==> src/rtl/shared_out_arbiter.sv <==
// Three-requester arbiter (fixed priority or round-robin) feeding one registered output word.
// Optional starvation guard enabled by defining ARB_STARVE_GUARD_EN.
module shared_out_arbiter #(
    parameter int WIDTH    = 8,
    parameter int MAX_WAIT = 15
) (
    input  logic             i_clk,
    input  logic             i_rst,
    input  logic             i_rr_mode,
    input  logic             i_a_valid,
    input  logic [WIDTH-1:0] i_a_data,
    output logic             o_a_ready,
    input  logic             i_b_valid,
    input  logic [WIDTH-1:0] i_b_data,
    output logic             o_b_ready,
    input  logic             i_c_valid,
    input  logic [WIDTH-1:0] i_c_data,
    output logic             o_c_ready,
    output logic             o_valid,
    output logic [WIDTH-1:0] o_data,
    output logic [1:0]       o_src,
    input  logic             i_ready
);

    typedef enum logic {
        EMPTY = 1'b0,
        FULL  = 1'b1
    } buf_state_t;

    buf_state_t       state_q;
    logic [WIDTH-1:0] data_q;
    logic [1:0]       src_q;
    logic [1:0]       ptr_q;

    logic [2:0]       req;
    logic [2:0]       over;
    logic [2:0]       starving;
    logic [2:0]       rot_gnt;
    logic [2:0]       gnt_rr;
    logic [2:0]       gnt;
    logic [2:0]       take;
    logic             load_en;
    logic [1:0]       gnt_id;
    logic [WIDTH-1:0] gnt_data;

    // Bit 0 has highest priority.
    function automatic logic [2:0] pick_first(input logic [2:0] v);
        if (v[0])      return 3'b001;
        else if (v[1]) return 3'b010;
        else if (v[2]) return 3'b100;
        else           return 3'b000;
    endfunction

    assign req      = {i_c_valid, i_b_valid, i_a_valid};
    assign load_en  = (state_q == EMPTY) || i_ready;
    assign starving = req & over;

    // Round-robin: rotate the request vector so the pointer lands on bit 0, pick, rotate back.
    always_comb begin
        rot_gnt = 3'b000;
        gnt_rr  = 3'b000;
        case (ptr_q)
            2'd1: begin
                rot_gnt = pick_first({req[0], req[2], req[1]});
                gnt_rr  = {rot_gnt[1], rot_gnt[0], rot_gnt[2]};
            end
            2'd2: begin
                rot_gnt = pick_first({req[1], req[0], req[2]});
                gnt_rr  = {rot_gnt[0], rot_gnt[2], rot_gnt[1]};
            end
            default: gnt_rr = pick_first(req);
        endcase
    end

    always_comb begin
        if (|starving)
            gnt = pick_first(starving);
        else if (i_rr_mode)
            gnt = gnt_rr;
        else
            gnt = pick_first(req);
    end

    assign take = (load_en && !i_rst) ? gnt : 3'b000;

    always_comb begin
        gnt_id   = 2'd0;
        gnt_data = i_a_data;
        if (gnt[1]) begin
            gnt_id   = 2'd1;
            gnt_data = i_b_data;
        end else if (gnt[2]) begin
            gnt_id   = 2'd2;
            gnt_data = i_c_data;
        end
    end

    always_ff @(posedge i_clk) begin
        if (i_rst) begin
            state_q <= EMPTY;
            data_q  <= '0;
            src_q   <= 2'd0;
            ptr_q   <= 2'd0;
        end else if (|take) begin
            state_q <= FULL;
            data_q  <= gnt_data;
            src_q   <= gnt_id;
            ptr_q   <= (gnt_id == 2'd2) ? 2'd0 : gnt_id + 2'd1;
        end else if (load_en) begin
            state_q <= EMPTY;
        end
    end

`ifdef ARB_STARVE_GUARD_EN
    generate
        for (genvar gi = 0; gi < 3; gi++) begin : g_wait
            logic [7:0] wait_q;
            logic [7:0] wait_d;

            always_comb begin
                wait_d = wait_q;
                if (!req[gi] || take[gi])
                    wait_d = 8'd0;
                else if (wait_q != 8'hFF)
                    wait_d = wait_q + 8'd1;
            end

            always_ff @(posedge i_clk) begin
                if (i_rst)
                    wait_q <= 8'd0;
                else
                    wait_q <= wait_d;
            end

            assign over[gi] = (wait_q >= 8'(MAX_WAIT));
        end
    endgenerate
`else
    assign over = 3'b000;
`endif

    generate
        if (MAX_WAIT < 1 || MAX_WAIT > 255) begin : g_bad_max_wait
            $error("MAX_WAIT must be in 1..255");
        end
    endgenerate

    assign o_a_ready = take[0];
    assign o_b_ready = take[1];
    assign o_c_ready = take[2];
    assign o_valid   = (state_q == FULL);
    assign o_data    = data_q;
    assign o_src     = src_q;

endmodule

==> config.mk <==
export PLATFORM = sky130hd
export DESIGN_NAME = shared_out_arbiter
export DESIGN_NICKNAME = d
export VERILOG_FILES = /design/src/rtl/shared_out_arbiter.sv
export SDC_FILE = /design/constraint.sdc
export NUM_CORES = 1
export LEC_CHECK = 0
export CAP_MARGIN = 5
export CORE_MARGIN = 5
export CORE_UTILIZATION = 38
export DETAILED_ROUTE_END_ITERATION = 8
export PLACE_DENSITY = 0.79
export SLEW_MARGIN = 40
export SYNTH_ARGS = -nofsm -noshare
export SYNTH_HDL_FRONTEND = slang
export SYNTH_SLANG_ARGS = --single-unit
==> constraint.sdc <==
create_clock -name i_clk -period 2.4 [get_ports i_clk]
set_input_delay 0.36 -clock i_clk [delete_from_list [all_inputs] [get_ports i_clk]]
set_output_delay 0.36 -clock i_clk [all_outputs]
set_load 0.005 [all_outputs]
; ---- Yosys cells after proc, flatten, opt, wreduce, memory -nomap -nowiden
; Index checks and enable logic that the tools add are counted.
[classes]
add_sub_neg = 1
bitwise_logic = 1
n_lt_le_gt_ge = 0
div_mod_pow = 0
reduce_logical = 5
n_mul = 0
eq_ne = 3
muxes = 19
shift = 0
[op_table]
columns = cell, n
row1 = 3-bit two-way mux, 11
row2 = 8-bit two-way mux, 2
row3 = 2-bit two-way mux, 3
row4 = 3-bit case mux with 2 select lines, 1
row5 = "2-bit == test, second input constant", 2
row6 = 3-bit OR reduction, 1
row7 = "2-bit by 1-bit adder with 2-bit output, second input constant", 1
row8 = "2-bit by 1-bit == test with 1-bit output, second input constant", 1
row9 = 1-bit two-way mux, 2
row10 = 2-bit nonzero test, 1
row11 = 1-bit logical AND, 1
row12 = 1-bit zero test, 1
row13 = 1-bit logical OR, 1
row14 = 1-bit NOT, 1
[word_totals]
output_inout_bits = 14
input_bits = 31
rom_bits = 0
memories = 0
latchBits = 0
mem_bits_rw = 0
reg_bits = 13
elab_cells = 33

; ---- Longest topological paths before layout
[logic_depth]
ltp_word = 9
mapped_depth = 8
ltp_nobuf = 7

; ---- Worst setup path after synthesis
; No wires, ideal clock.
[synth_path]
kind = reg-to-output
from = register o_src[0] (netlist name)
to = output port o_b_ready
arrival_ns = 1.587
n_path_buf = 1
stages_incl_launch_ff = 9
path_slack_ns = 0.453
t_required_ns = 2.040
cell_sequence = dfxtp_1 -> inv_1 -> ha_1 -> nand2b_1 -> o31ai_1 -> or3_1 -> or2_1 -> buf_6 -> inv_2
[synth_lines]
columns = element, line
row1 = end: declaration, 15  ; output logic o_b_ready,

==> summary.md <==
| Metric | Value |
|---|---|
| Status | `finished, final reports clean` |
| Synth area leader | `dfxtp_1` |
| Antenna-violating nets left | `0` |
| Via/cell ratio | `5.13` |
| Data required, critical path | `2040 ps` |
| Max Cap Viol | `0` |
| Post-route worst setup slack | `79.1 ps` |
| Top post-synthesis cells by area | `dfxtp_1 29%, o221ai_2 15%, mux2i_1 9.8%` |
| Flop2flop setup slack | `370 ps` |
| Antenna violations before repair | `0` |
| Final period utilization | `96.7%` |
| Top cell type's share of synthesized area | `29.4%` |
| Hold buffers post-CTS | `0` |
| Initial core utilization | `roughly two fifths` |
| Global-route wire length before repair | `4340 um` |
| Drc violations | `0` |
| Kind of end point of the critical path | `primary output` |
| Register bit total from synthesis | `12` |
| Core area | `2000 um^2` |
| Htree depth | `1` |
| Clock Latency Late Sink | `roughly 280 ps` |
| Min cycle time layout | `2320 ps` |
| Max-slew violation count | `0` |
| Max Freq | `0.431 GHz` |
| Routability cong. | `0.908` |
| Reg clk slew, reported paths | `90 ps` |
| Warnings from Yosys | `0` |
| Post-DR wirelength/cell | `~15 um` |
| WP data arrival | `1960 ps` |
| Worst r2r src | `o_src[0]` |
| Main flop type after synthesis | `dfxtp_1` |
| Number of port buffers | `44` |
| Final setup fails | `0` |
| Worst Path Max Fanout | `2` |
| Die Y | `56.4 um` |
| Root buffer cell | `clkbuf_4` |
| P per Cell Area | `roughly 440 nW/um^2` |
| Rows | `16` |
| Antenna Cells | `0` |
| Sequential Area | `241 um^2` |
| Fillers | `160` |
| Worst R2R Path Depth | `8` |
| Hold Crit Start | `o_valid` |
| Min-Delay Endpoint | `o_valid` |
| GRT Resource Usage Total | `17.3%` |
| Hold_ws | `roughly 500 ps` |
| WS Path Type | `reg2out` |
| Die area | `roughly 3200 um^2` |
| Final hold vios | `0` |
| VDD IR max | `0.000336 V` |
| Post-DP HPWL | `~2000 um` |
| Ys async rst share | `0%` |
| CTS tree | `yes` |
| Multi-input logic area | `551 um^2` |
| Cell variety after synth | `28` |
| Synth top cells by count | `12 x dfxtp_1, 12 x nand2b_1, 8 x mux2i_1, 8 x nand3b_1, 8 x o221ai_2` |
| Nets@finish | `175` |
| Initial DRC count | `16` |
| CTS Buf Count | `3` |
| GRT Residual Overflow | `0` |
| Seq/Total Area, Yosys | `29.4%` |
| Die X | `~56 um` |
| Largest net degree at the start of global routing | `20` |
| TritonCTS Sinks | `12` |
| Number of synthesized flops with an enable pin | `0` |
| Mapped Nets | `~120` |
| Worst slew margin | `67.2%` |
| WL final | `2550 um` |
| Share of layout cells above drive strength 1 | `a little over a quarter` |
| Post-Synthesis Cells | `86` |
| Via count | `862` |
| Layout Skew | `5.56 ps` |
| Lkg Pwr | `0.592 nW` |
| Avg Synthesized Cell Area | `9.51 um^2` |
| Number of global-route vias before repair | `902` |
| Worst-Margin Slew | `492 ps` |
| Area grow syn2layout | `74.2%` |
| Synthesized cell area | `slightly above 800 um^2` |
| Critical Path Start Type | `flip-flop` |
| Clk buf depth | `2` |
| FF-to-FF End | `o_data[5]` |
| Unrepaired setup endpoints after global routing | `no` |
| Hold Path Class | `reg2reg` |
| Hold path cells | `2` |
| DRT Pass-1 Iters | `4` |
| Dpl ws | `-132 ps` |
| Ports | `45` |
[what timing repair did]
item	CTS	global route
resized for setup	8	6
endpoints found under the hold margin	0	0
pin swaps	3	5
cloned	0	0
buffers inserted	1	0
endpoints found under the setup margin	3	3
[power by group]
part           internal, mW  total, mW  switching (mW)  leakage, nW
Clock                0.0923      0.169          0.0763       0.0210
Combinational         0.145      0.230          0.0849        0.472
Sequential            0.220      0.232          0.0119       0.0996
[area by class of cell]
type | count | area share (%)
tap | 27 | 2.37
inverter | 5 | 1.32
sequential | 12 | 16.9
clock buffer | 4 | 2.55
multi-input combinational | 62 | 38.6
timing repair buffer | 58 | 38.2
[cell usage in the layout, fill, tap and decap left out, types with 2 or more instances in the layout]
master           synthesis  routed
clkbuf_4                 0       3
a22oi_1                  2       2
mux2i_1                  8       8
inv_1                    4       3
dfxtp_1                 12      11
a21oi_1                  2       2
buf_4                    2      14
nand2b_1                12      11
or3_1                    2       2
o221ai_2                 8       8
nor2_1                   4       3
o21ai_0                  2       2
clkdlybuf4s50_1          0      41
nor2b_1                  2       2
inv_2                    1       2
nand3b_1                 8       8
[worst max-delay path by stage]
stage | to | startpoint | slack, ps | depth (start not counted)
after floorplan | o_b_ready | o_src[0] | 450 | 8
after global placement | o_a_ready | i_b_valid | -100 | 5
after detailed placement | o_a_ready | i_b_valid | -130 | 5
after CTS | o_b_ready | o_src[0] | 2 | 8
after global routing | o_a_ready | o_src[0] | 1 | 7
final | o_b_ready | o_src[0] | 80 | 8
[registers in the layout, summed over array words and instances (netlist names)]
name and cells:
o_data 8, o_valid 1, ptr_q 1, o_src 2
[stage by stage]
step | total power [mW] | utilization [%] | instance area, um^2 | cells | TNS [ps]
3_5_place_dp | 0.455 | 67.3 | 1350 | 163 | -291
3_3_place_gp | 0.450 | 67.3 | 1350 | 163 | -223
5_1_grt | 0.669 | 71.2 | 1430 | 168 | 0
4_1_cts | 0.634 | 70.6 | 1410 | 168 | 0
6_report | 0.630 | 71.2 | 1430 | 168 | 0
2_1_floorplan | 0.330 | - | 818 | 86 | 0
[cells by family after synthesis]
group	Yosys count	synth area share [%]
simple gates	31	23.7
fa+ha+maj	2	3.06
compound gates	21	26.5
mux	8	9.79
flops	12	29.4
buf+inv	12	7.64
[worst max-delay path, stage by stage (launching register included)]
cell and delay (ps):
dfxtp_2 350, inv_2 40, ha_4 270, nand2b_4 120
o31ai_1 70, or3_1 340, or2_1 250, inv_2 50
clkdlybuf4s15_2 190
[layer usage]
| metal | up-vias | track usage (%) | wire [um] |
|---|---|---|---|
| li1 | 425 | - | - |
| met1 | 408 | 19.4 | 1000 |
| met2 | 27 | 30.9 | 1390 |
| met3 | 2 | 3.90 | 134 |
| met4 | 0 | 7.80 | 21 |
| met5 | - | 0 | 0 |
Note: power is estimated with default switching activity, not from simulation.
